`config.mk`:
```
export PLATFORM = sky130hd
export DESIGN_NAME = uart_rx
export DESIGN_NICKNAME = d
export VERILOG_FILES = /design/src/rtl/uart_rx.sv
export SDC_FILE = /design/constraint.sdc
export NUM_CORES = 1
export LEC_CHECK = 0
export ABC_AREA = 1
export BUFFER_PORTS_ARGS = -buffer_cell sky130_fd_sc_hd__buf_2
export CAP_MARGIN = 10
export CORE_MARGIN = 5
export CORE_UTILIZATION = 49
export CTS_BUF_LIST = sky130_fd_sc_hd__clkbuf_8
export DETAILED_ROUTE_END_ITERATION = 10
export GPL_TIMING_DRIVEN = 0
export PLACE_DENSITY_LB_ADDON = 0.1
export REMOVE_ABC_BUFFERS = 1
export SLEW_MARGIN = 0
export SYNTH_ARGS = -nofsm -noshare
export SYNTH_HDL_FRONTEND = slang
export SYNTH_SLANG_ARGS = --single-unit
export TNS_END_PERCENT = 5
```
`constraint.sdc`:
```
create_clock -name clk -period 2.42 [get_ports clk]
set_clock_uncertainty 0.2 [all_clocks]
set_input_delay 0 -clock clk [delete_from_list [all_inputs] [get_ports clk]]
set_output_delay 0 -clock clk [all_outputs]
set_load 0.05 [all_outputs]
```
`src/rtl/uart_rx.sv`:
```
// 8N1 UART receiver with 2-flop input synchronizer, mid-bit sampling at
// OVERSAMPLE clocks per bit, and a small show-ahead receive FIFO.
module uart_rx #(
    parameter int OVERSAMPLE = 8,
    parameter int FIFO_DEPTH = 4
) (
    input  logic       clk,
    input  logic       reset,
    input  logic       rx_pin,
    input  logic       rd_en,
    output logic [7:0] data_out,
    output logic       data_valid,
    output logic       frame_err,
    output logic       overflow
);
    localparam int CW = $clog2(OVERSAMPLE);
    localparam int AW = $clog2(FIFO_DEPTH);
    localparam logic [CW-1:0] HALF_M1 = CW'(OVERSAMPLE / 2 - 1);
    localparam logic [CW-1:0] FULL_M1 = CW'(OVERSAMPLE - 1);
    localparam logic [AW:0]   DEPTH_C = (AW + 1)'(FIFO_DEPTH);

    localparam logic [2:0] S_IDLE  = 3'd0;
    localparam logic [2:0] S_START = 3'd1;
    localparam logic [2:0] S_DATA  = 3'd2;
    localparam logic [2:0] S_STOP  = 3'd3;
    localparam logic [2:0] S_BREAK = 3'd4;

    logic          sync1_q, rx_s_q;
    logic [2:0]    state_q, state_d;
    logic [CW-1:0] cnt_q, cnt_d, cnt_wrap;
    logic [2:0]    bit_q, bit_d;
    logic [7:0]    shreg_q, shreg_d;
    logic          frame_err_q, frame_err_d;
    logic          push;

    logic [7:0]    mem_q [FIFO_DEPTH];
    logic [AW-1:0] wr_ptr_q, rd_ptr_q;
    logic [AW:0]   count_q;
    logic          overflow_q;
    logic          full, pop, do_push;

    assign cnt_wrap = (cnt_q == FULL_M1) ? '0 : cnt_q + 1'b1;

    always_comb begin
        state_d     = state_q;
        cnt_d       = cnt_q;
        bit_d       = bit_q;
        shreg_d     = shreg_q;
        frame_err_d = 1'b0;
        push        = 1'b0;
        case (state_q)
            S_IDLE: begin
                if (!rx_s_q) begin
                    state_d = S_START;
                    cnt_d   = '0;
                end
            end
            S_START: begin
                if (cnt_q == HALF_M1) begin
                    cnt_d = '0;
                    if (rx_s_q) begin
                        state_d = S_IDLE;
                    end else begin
                        state_d = S_DATA;
                        bit_d   = '0;
                    end
                end else begin
                    cnt_d = cnt_q + 1'b1;
                end
            end
            S_DATA: begin
                cnt_d = cnt_wrap;
                if (cnt_q == FULL_M1) begin
                    shreg_d = {rx_s_q, shreg_q[7:1]};
                    bit_d   = bit_q + 3'd1;
                    if (bit_q == 3'd7) state_d = S_STOP;
                end
            end
            S_STOP: begin
                cnt_d = cnt_wrap;
                // Leaving mid-stop-bit lets an immediately following start edge be caught.
                if (cnt_q == FULL_M1) begin
                    if (rx_s_q) begin
                        push    = 1'b1;
                        state_d = S_IDLE;
                    end else begin
                        frame_err_d = 1'b1;
                        state_d     = S_BREAK;
                    end
                end
            end
            S_BREAK: begin
                if (rx_s_q) state_d = S_IDLE;
            end
            default: state_d = S_IDLE;
        endcase
    end

    always_ff @(posedge clk) begin
        if (reset) begin
            sync1_q     <= 1'b1;
            rx_s_q      <= 1'b1;
            state_q     <= S_IDLE;
            cnt_q       <= '0;
            bit_q       <= '0;
            shreg_q     <= '0;
            frame_err_q <= 1'b0;
        end else begin
            sync1_q     <= rx_pin;
            rx_s_q      <= sync1_q;
            state_q     <= state_d;
            cnt_q       <= cnt_d;
            bit_q       <= bit_d;
            shreg_q     <= shreg_d;
            frame_err_q <= frame_err_d;
        end
    end

    // A pop in the same cycle frees the slot, so a full FIFO still accepts the push.
    assign full    = (count_q == DEPTH_C);
    assign pop     = rd_en && (count_q != '0);
    assign do_push = push && (!full || pop);

    always_ff @(posedge clk) begin
        if (reset) begin
            for (int unsigned i = 0; i < FIFO_DEPTH; i++) mem_q[i] <= '0;
            wr_ptr_q   <= '0;
            rd_ptr_q   <= '0;
            count_q    <= '0;
            overflow_q <= 1'b0;
        end else begin
            if (do_push) begin
                mem_q[wr_ptr_q] <= shreg_q;
                wr_ptr_q        <= wr_ptr_q + 1'b1;
            end
            if (pop) rd_ptr_q <= rd_ptr_q + 1'b1;
            if (do_push && !pop)      count_q <= count_q + 1'b1;
            else if (pop && !do_push) count_q <= count_q - 1'b1;
            if (push && full && !pop) overflow_q <= 1'b1;
        end
    end

    assign data_out   = mem_q[rd_ptr_q];
    assign data_valid = (count_q != '0);
    assign frame_err  = frame_err_q;
    assign overflow   = overflow_q;

endmodule

```
==> impl_metrics.py, run 1 <==
metrics = {
    "detailed_routing": {
        "drt_first_pass_iters": 5,
        "drt_iter0_markers": 95,
        "drc": 0,
        "avgViaCountPerCell": 5.095,
        "ant_nets": 0,
        "routedWlPerCell_um": 13.48,
        "via_count": 2048,
        "wl_mm": 5.417,
    },
    "sta": {
        "finalHoldViolations": 0,
        "post-route-min-period_ps": 2310,
        "finalCritPeriodShare_pct": 95.45,
        "grt_setup_unrepaired": "yes",
        "setup_tns_ps": 0,
        "finalMaxSlewViolations": 0,
        "slew_headroom_pct": 67.14,
        "hold_ws_ps": 214.4,
        "fmax_mhz": 432.9,
        "fin_ws_ps": 110.2,
        "tightestPinTransition_ps": 492.1,
        "setup_viol": 0,
    },
    "setup_path": {
        "crit_required_ps": 2430,
        "critPathArrivalTime_ps": 2320,
        "critPathKind": "reg2reg",
        "start_kind": "flop",
        "worstSetupEndpointType": "flop",
        "crit_fanout": 6,
    },
    "min_path": {
        "holdCritPathClass": "reg2reg",
    },
    "finish": {
        "area_growth_pct": 15.26,
        "final_cell_area_sq_um": 3186,
        "n_antenna_cell": 0,
        "nNetsFinal": 337,
        "final_layout_size_suffix_gt1_share_pct": 17.58,
        "final_cell_mix": "nor2_1, inv_1, o21ai_0",
        "layout_commonest_cell": "nor2_1",
        "fin_util_pct": 57.85,
    },
    "die": {
        "die_y_um": 85.11,
        "rows": 27,
        "start_util_pct": 50.19,
        "die_w_um": 85.11,
        "ios": 15,
        "coreArea_sq_um": 5507,
        "design.die.area_sq_um": 7243,
    },
    "synthesis": {
        "synth_ff_type": "edfxtp_1",
        "ys_ff_latch": 62,
        "seq_area_frac_synth_pct": 56.50,
        "synth_edf_count": 32,
        "yosysUniqueCellTypes": 26,
        "avgSynthCellArea_sq_um": 9.306,
        "syn-instance-count": 297,
        "synthArstFlopShare_pct": 0,
        "synth.cell_area_sq_um": 2764,
        "ys_warn_count": 0,
    },
    "placement": {
        "gp_congestion": 0.7652,
        "pre_cts_ws_ps": -78.83,
        "placed_area_sq_um": 2899,
        "dp_hpwl_mm": 3.591,
        "port_buffers": 14,
    },
    "clock_tree": {
        "cts_buffer_depth": 2,
        "numCtsBuffers": 9,
        "clock_sinks": 62,
        "htree_num_levels": 3,
        "cts.clk_slew.worst_paths_ps": 60,
        "cts_tree": "built",
        "root_buffer": "clkbuf_8",
        "clk_latency_ps": 330,
    },
    "global_routing": {
        "track_usage_pct": 16.81,
        "grt_pass1_vias": 2030,
        "grt_pass1_wl_mm": 9.404,
        "antenna_found_initial": 0,
        "gr-total-overflow": 0,
        "grt_max_degree": 27,
    },
    "pwr": {
        "power_density_nw_per_um2": 943.0,
        "max-vdd-ir-drop_v": 0.0005341,
        "p_leak_nw": 1.206,
    },
    "flow_run": {
        "drv_cap": 0,
    },
    "outcome": {
        "outcome": "finished, final reports clean",
    },
}
[power by group]
group | switching, mW | internal [mW] | total (mW)
logic | 0.616 | 0.235 | 0.850
clock network | 0.383 | 0.459 | 0.843
registers | 0.109 | 1.20 | 1.31
total | 1.11 | 1.90 | 3.00
[registers in the layout, indices dropped and copies added (netlist names), named ones only]
register / count
rx_s_q: 1
overflow: 1
bit_q: 3
count_q: 3
shreg_q: 8
state_q: 3
mem_q: 32
wr_ptr_q: 2
rd_ptr_q: 2
frame_err: 1
cnt_q: 3
sync1_q: 1
[worst max-delay path, stage by stage (launching register included)]
cell and delay [ps]:
dfxtp_2 350, ha_4 160, ha_4 140, nand3_4 100, nor2_8 160, ha_1 150, inv_1 70, fa_1 390
a21oi_1 150, o21ai_0 100, o21ai_0 160, a21oi_1 60
[stage by stage]
| stage | total power [mW] | instances |
|---|---|---|
| floorplan | 1.964 | 291 |
| global placement | 2.145 | 377 |
| detailed placement | 2.159 | 378 |
| CTS | 3.002 | 398 |
| global route | 3.209 | 402 |
| finish | 3.004 | 402 |
[final timing paths]
| check | slack, ps | to | cells after the start | start |
|---|---|---|---|---|
| setup / recovery | 110 | count_q[2] | 11 | cnt_q[0] |
| hold / removal | 210 | rx_s_q | 1 | sync1_q |
| hold reg to reg | 210 | rx_s_q | 1 | sync1_q |
| setup reg to reg | 110 | count_q[2] | 11 | cnt_q[0] |
[cell usage after synthesis (5+ instances only)]
cell	n	area, sq um
inv_1	32	120.1
a21oi_1	21	105.1
clkbuf_1	5	18.77
o22ai_1	8	50.05
nand2_1	33	123.9
nand3_1	5	25.02
o21ai_0	35	175.2
ha_1	7	87.58
nor2_1	63	236.5
dfxtp_1	30	600.6
edfxtp_1	32	960.9
[kinds of logic after synthesis]
family	share of synthesized area (%)
AND/OR/NAND/NOR	20.33
AO/OA/AOI/OAI	13.13
flip-flops	56.50
buffers and inverters	5.840
adder cells (fa/ha/maj)	3.893
XOR/XNOR	0.3169
[area by class of cell]
type / count / area (sq um)
fillers: 499 / 2321
repair buffers: 23 / 145.1
multi-input cells: 194 / 1066
inverters: 35 / 131.4
clock buffers: 9 / 123.9
well taps: 72 / 90.09
flip-flops and latches: 62 / 1572
clock inverters: 7 / 57.56
[routing by layer]
metal / global-route usage (%) / wire length [um] / vias up
li1: - / - / 1051
met1: 20.33 / 2415 / 933
met2: 27.75 / 2617 / 53
met3: 3.398 / 266 / 11
met4: 9.640 / 118 / 0
met5: 0 / 0 / -
[repair_timing]
item,CTS,global route
gates resized for setup,1,11
pin swaps,0,1
endpoints found under the setup margin,6,9
setup buffers,0,4
gates cloned,0,0
hold buffers,4,0
hold endpoints to repair,15,0
Note: power is estimated with default switching activity, not from simulation.
==> run 2: changes to the inputs <==
- PLACE_DENSITY: not set -> 0.68
- PLACE_DENSITY_LB_ADDON: 0.1 -> not set
==> run 2 against run 1 <==
  * First-iteration DRC count up 97%
  * Maximum frequency is essentially flat
  * Count of clock-buffer cells in the layout up 1
  * Setup slack about the same
  * Critical endpoint is now mem_q[3][3]
  * Register-to-register slack barely moved
  * Final area fell by 0.79%
==> impl_metrics.py, run 2 (synthesis gave the netlist of run 1 again) <==
metrics = {
    "outcome": {
        "outcome": "finished, final reports clean",
    },
    "flow_run": {
        "drv_cap": 0,
    },
    "detailed_routing": {
        "wl_mm": 5.124,
        "routed-wl-met3_um": 216,
        "drc": 0,
        "met1Wirelength_mm": 2.284,
        "dr_wl_met2_mm": 2.487,
        "via_count": 2002,
        "top_layer": "met4",
        "drt_first_pass_iters": 4,
        "drt_iter0_markers": 187,
        "avgViaCountPerCell": 5.018,
        "routedWlPerCell_um": 12.84,
        "ant_nets": 0,
    },
    "setup_path": {
        "start_kind": "flop",
        "critPathKind": "reg2reg",
        "reg2reg_to": "mem_q[3][3]",
        "critPathArrivalTime_ps": 2150,
        "crit_required_ps": 2260,
        "worst_path_largest_cell_delay_ps": 500,
        "path_cells": "inv_2 -> nand2_2 -> nor2_4 -> nand3_4 -> nor2_8 -> nand2_1 -> o21ai_0 -> buf_2",
        "regToRegStartpoint": "state_q[2]",
        "crit_fanout": 7,
        "r2r_cells": 8,
        "worstSetupEndpointType": "flop",
        "reg2reg_slack_ps": 110,
        "cp_slowest_cell": "o21ai_0",
    },
    "clock_tree": {
        "cts_buffer_depth": 2,
        "cts_tree": "built",
        "numCtsBuffers": 9,
        "root_buffer": "clkbuf_8",
        "clock_sinks": 62,
        "cts.clk_slew.worst_paths_ps": 60,
        "htree_num_levels": 3,
        "clk_latency_ps": 340,
    },
    "finish": {
        "n_antenna_cell": 0,
        "nNetsFinal": 334,
        "fin_util_pct": 57.40,
        "final_cells": 399,
        "largest_reg_flops": 32,
        "layout_commonest_cell": "nor2_1",
        "area_growth_pct": 14.35,
        "biggestRegsByFlops": "mem_q (32), shreg_q (8)",
        "final_layout_size_suffix_gt1_share_pct": 16.82,
        "top_register": "mem_q",
        "final_cell_mix": "nor2_1, inv_1, o21ai_0",
        "final_cell_area_sq_um": 3161,
    },
    "min_path": {
        "worstHoldStart": "sync1_q",
        "hold_path_end": "rx_s_q",
        "holdCritPathClass": "reg2reg",
        "min_path_cells": 1,
    },
    "global_routing": {
        "grt_max_degree": 27,
        "grt_pass1_vias": 1989,
        "gr-total-overflow": 0,
        "track_usage_pct": 15.98,
        "antenna_found_initial": 0,
        "grt_pass1_wl_mm": 9.059,
    },
    "sta": {
        "post-route-min-period_ps": 2310,
        "grt_setup_unrepaired": "no",
        "slew_headroom_pct": 58.44,
        "fmax_mhz": 432.9,
        "finalHoldViolations": 0,
        "finalCritPeriodShare_pct": 95.45,
        "finalMaxSlewViolations": 0,
        "setup_tns_ps": 0,
        "hold_ws_ps": 210.5,
        "setup_viol": 0,
        "tightestPinTransition_ps": 616.8,
    },
    "placement": {
        "placed_area_sq_um": 2899,
        "dp_hpwl_mm": 3.498,
        "gp_congestion": 0.7566,
        "port_buffers": 14,
        "dp.cells": 378,
    },
    "pwr": {
        "sw_frac_of_total_pct": 36.64,
        "power_frac_seq_pct": 42.9,
        "internal_power_mw": 1.922,
        "max-vdd-ir-drop_v": 0.0004858,
        "power_frac_comb_pct": 28.2,
        "p_leak_nw": 1.195,
        "power.switching_mw": 1.111,
        "power_density_nw_per_um2": 959.5,
        "p_clk_share_pct": 28.9,
    },
    "die": {
        "ios": 15,
        "die_y_um": 85.11,
        "rows": 27,
        "start_util_pct": 50.19,
        "die_w_um": 85.11,
        "design.die.area_sq_um": 7243,
        "coreArea_sq_um": 5507,
    },
}
run 2: cell count changes in the layout (fill, tap and decap cells not counted), moves of 2 or more:
cell      change
buf_4         -3
dfxtp_2       -2
dfxtp_1       +3
clkinv_1      -2
run 2: area by class of cell:
type                            count  area [sq um]
Inverter                           35         131.4
Tap cell                           72         90.09
Multi-Input combinational cell    194          1059
Clock buffer                       10         137.6
Clock inverter                      6         55.05
Sequential cell                    62          1565
Fill cell                         493          2346
Timing Repair Buffer               20         122.6
run 2: how the worst max path moves through the flow:
stage | depth (start not counted) | end | startpoint | slack [ps]
after floorplan | 11 | count_q[2] | cnt_q[0] | 130
final | 8 | mem_q[3][3] | state_q[2] | 110
after detailed placement | 11 | count_q[2] | cnt_q[0] | -50
after global routing | 7 | mem_q[3][4] | cnt_q[0] | 10
after CTS | 7 | mem_q[3][3] | cnt_q[0] | 20
after global placement | 6 | mem_q[3][6] | cnt_q[0] | -360
run 2: timing repair:
item	4_1_cts	5_1_grt
hold buffers	4	0
hold endpoints to repair	15	0
setup endpoints to repair	7	26
pin swaps	1	0
buffers inserted	1	0
gates resized for setup	0	8
run 2: layer usage:
layer | global-route usage (%) | vias up
li1 | - | 1039
met1 | 19.54 | 918
met2 | 25.78 | 34
met3 | 4.854 | 11
met4 | 7.482 | 0
met5 | 0 | -
run 2: power groups by stage:
| stage | sequential, mW | clock [mW] | combinational (mW) |
|---|---|---|---|
| floorplan | 1.28 | 0 | 0.679 |
| global placement | 1.31 | 0 | 0.824 |
| detailed placement | 1.31 | 0 | 0.847 |
| CTS | 1.29 | 0.899 | 0.856 |
| global route | 1.32 | 0.962 | 0.967 |
| finish | 1.30 | 0.877 | 0.855 |
run 2: through the flow:
step           setup slack [ps]  power (mW)
2_1_floorplan             126.0       1.964
3_3_place_gp             -357.5       2.136
3_5_place_dp             -49.88       2.161
4_1_cts                   18.79       3.047
5_1_grt                   11.94       3.246
6_report                  110.0       3.033
run 2: worst max-delay path, delay by kind of cell, from the launching register on:
kind | cells | cell delay, ps
AOI/OAI and AO/OA | 1 | 500
buffers and inverters | 2 | 420
DFF | 1 | 390
and+or+nand+nor | 5 | 510
==> run 3: changes to the inputs <==
- ABC_AREA: 1 -> not set
- SKIP_CTS_REPAIR_TIMING: not set -> 1
==> run 3 against run 2 <==
  * The run now ends with negative hold slack, negative setup slack left
  * Non-clock buffer count up 14
  * Count of clock-buffer cells in the layout down 1
  * Power down 16%
  * Maximum frequency down 8.5%
  * Sequential cell count unchanged
  * Clock power down 16%
  * Critical endpoint is now count_q[2]
  * Largest power group unchanged
==> impl_metrics.py, run 3 <==
metrics = {
    "placement": {
        "dp.cells": 307,
        "gp_congestion": 0.7588,
        "pre_cts_ws_ps": -848.5,
        "port_buffers": 14,
        "dp_hpwl_mm": 3.312,
    },
    "outcome": {
        "violations": "negative hold slack, negative setup slack",
        "outcome": "finished with violations",
    },
    "synthesis": {
        "synth_ff_type": "edfxtp_1",
        "ys_warn_count": 0,
        "synth_area_leader_cell": "edfxtp_1",
        "synth_most_common_cell": "edfxtp_1",
        "synth.cell_area_sq_um": 2811,
        "avgSynthCellArea_sq_um": 12.07,
        "synth_edf_count": 32,
        "yosysUniqueCellTypes": 44,
        "synth_top_area_share_pct": 34.18,
        "synth_commonest_cells": "edfxtp_1, dfxtp_1, nor3_1",
        "synthArstFlopShare_pct": 0,
        "synthTopCellsByArea": "edfxtp_1, dfxtp_1, mux4_2, mux2i_1, nor3_1",
        "seq_area_frac_synth_pct": 55.54,
        "ys_ff_latch": 62,
        "syn-instance-count": 233,
    },
    "setup_path": {
        "startpoint": "cnt_q[0]",
        "reg2reg_to": "count_q[2]",
        "r2r_cells": 11,
        "reg2reg_slack_ps": -110,
        "worstSetupEndpointType": "flop",
        "crit_fanout": 5,
        "critPathKind": "reg2reg",
        "regToRegStartpoint": "cnt_q[0]",
        "setup.worst_path.end": "count_q[2]",
        "start_kind": "flop",
        "critPathArrivalTime_ps": 2590,
        "crit_required_ps": 2480,
    },
    "pwr": {
        "internal_power_mw": 1.736,
        "power_frac_comb_pct": 21.5,
        "max-vdd-ir-drop_v": 0.0007653,
        "p_leak_nw": 1.140,
        "p_clk_share_pct": 28.8,
        "power_density_nw_per_um2": 771.9,
        "power_frac_seq_pct": 49.7,
        "sw_frac_of_total_pct": 31.83,
        "power.switching_uw": 810.6,
    },
    "clock_tree": {
        "cts.clk_slew.worst_paths_ps": 60,
        "cts_tree": "built",
        "htree_num_levels": 3,
        "root_buffer": "clkbuf_8",
        "clk_latency_ps": 330,
        "cts_buffer_depth": 2,
        "numCtsBuffers": 9,
        "clock_sinks": 62,
    },
    "finish": {
        "fin_util_pct": 59.55,
        "final_cell_mix": "edfxtp_1, dfxtp_1, nor3_1",
        "n_antenna_cell": 0,
        "top_register": "mem_q",
        "biggestRegsByFlops": "mem_q (32), shreg_q (8)",
        "final_layout_size_suffix_gt1_share_pct": 29.85,
        "layout_commonest_cell": "edfxtp_1",
        "multiInputGateArea_sq_um": 1195,
        "area_growth_pct": 17.36,
        "fillCellCount": 476,
        "seqCellArea_sq_um": 1567,
        "nNetsFinal": 275,
        "final_cells": 340,
        "largest_reg_flops": 32,
    },
    "sta": {
        "finalHoldViolations": 12,
        "grt_setup_unrepaired": "yes",
        "finalMaxSlewViolations": 0,
        "slew_headroom_pct": 52.81,
        "finalCritPeriodShare_pct": 104.4,
        "fmax_mhz": 395.9,
        "tightestPinTransition_ps": 706.8,
        "hold_ws_ps": -23.96,
        "fin_ws_ps": -105.8,
        "post-route-min-period_ps": 2526,
        "setup_viol": 1,
    },
    "global_routing": {
        "track_usage_pct": 15.44,
        "gr-total-overflow": 0,
        "grt_max_degree": 37,
        "grt_pass1_wl_mm": 8.556,
        "antenna_found_initial": 0,
        "grt_pass1_vias": 1749,
    },
    "detailed_routing": {
        "met1Wirelength_mm": 2.383,
        "routed-wl-met3_um": 220,
        "top_layer": "met4",
        "drt_first_pass_iters": 4,
        "avgViaCountPerCell": 5.465,
        "dr_wl_met2_mm": 2.627,
        "drt_iter0_markers": 155,
        "wl_mm": 5.366,
        "drc": 0,
        "via_count": 1858,
        "ant_nets": 0,
        "routedWlPerCell_um": 15.78,
    },
    "die": {
        "coreArea_sq_um": 5540,
        "rows": 27,
        "design.die.area_sq_um": 7352,
        "die_w_um": 85.75,
        "die_y_um": 85.75,
        "ios": 15,
        "start_util_pct": 50.75,
    },
    "flow_run": {
        "drv_cap": 0,
    },
    "min_path": {
        "holdCritPathClass": "in2reg",
    },
}
==> run 3: per-layer routing <==
layer	track usage (%)	vias to the layer above
met1	19.26	888
met2	24.86	38
met5	0	-
met3	2.882	12
met4	9.353	0
li1	-	920
==> run 3: layout make-up <==
class                           count  area share, %
Multi-Input combinational cell    141          36.22
Clock inverter                      7         0.9860
Sequential cell                    62          47.48
Clock buffer                        9          3.754
Timing Repair Buffer               34          7.053
Tap cell                           72          2.730
Inverter                           15          1.782
==> run 3: how the worst min path moves through the flow <==
stage / end / startpoint / slack [ps] / depth (start not counted)
after floorplan: bit_q[1] / reset / -130 / 1
after global placement: sync1_q / rx_pin / -20 / 2
after detailed placement: sync1_q / rx_pin / -10 / 2
after CTS: sync1_q / rx_pin / -360 / 2
after global routing: rd_ptr_q[0] / reset / 9 / 2
final: count_q[1] / reset / -20 / 2
==> run 3: worst max-delay path, stage by stage (launching register included) <==
cell and delay [ps]:
dfxtp_2 350, ha_4 140, ha_4 120, and4b_2 290, nand3b_4 120, inv_4 100
ha_4 140, inv_2 40, fa_2 360, xor2_2 150, or3_1 310, a21oi_1 120
==> run 3: logic make-up after synthesis <==
kind of cell / after synthesis / synth area share, %
DFF: 62 / 55.54
xor gates and xnor gates: 4 / 1.246
and+or+nand+nor: 79 / 17.09
adders and majority gates: 8 / 3.827
AOI/OAI and AO/OA: 28 / 6.097
buffers and inverters: 31 / 4.985
muxes: 21 / 11.21
==> run 3: through the flow <==
| step | power (mW) | cell area [sq um] | setup TNS, ps |
|---|---|---|---|
| 3_3_place_gp | 1.797 | 2890 | -31290 |
| 6_report | 2.547 | 3299 | -105.8 |
| 5_1_grt | 2.671 | 3299 | -229.2 |
| 2_1_floorplan | 1.689 | 2730 | -7319 |
| 3_5_place_dp | 1.808 | 2915 | -19870 |
| 4_1_cts | 2.537 | 3072 | -20270 |
==> run 3: power groups by stage <==
stage	clock network [mW]	logic (mW)	registers, mW
2_1_floorplan	0	0.428	1.26
3_3_place_gp	0	0.509	1.29
3_5_place_dp	0	0.519	1.29
4_1_cts	0.749	0.520	1.27
5_1_grt	0.805	0.584	1.28
6_report	0.734	0.546	1.27
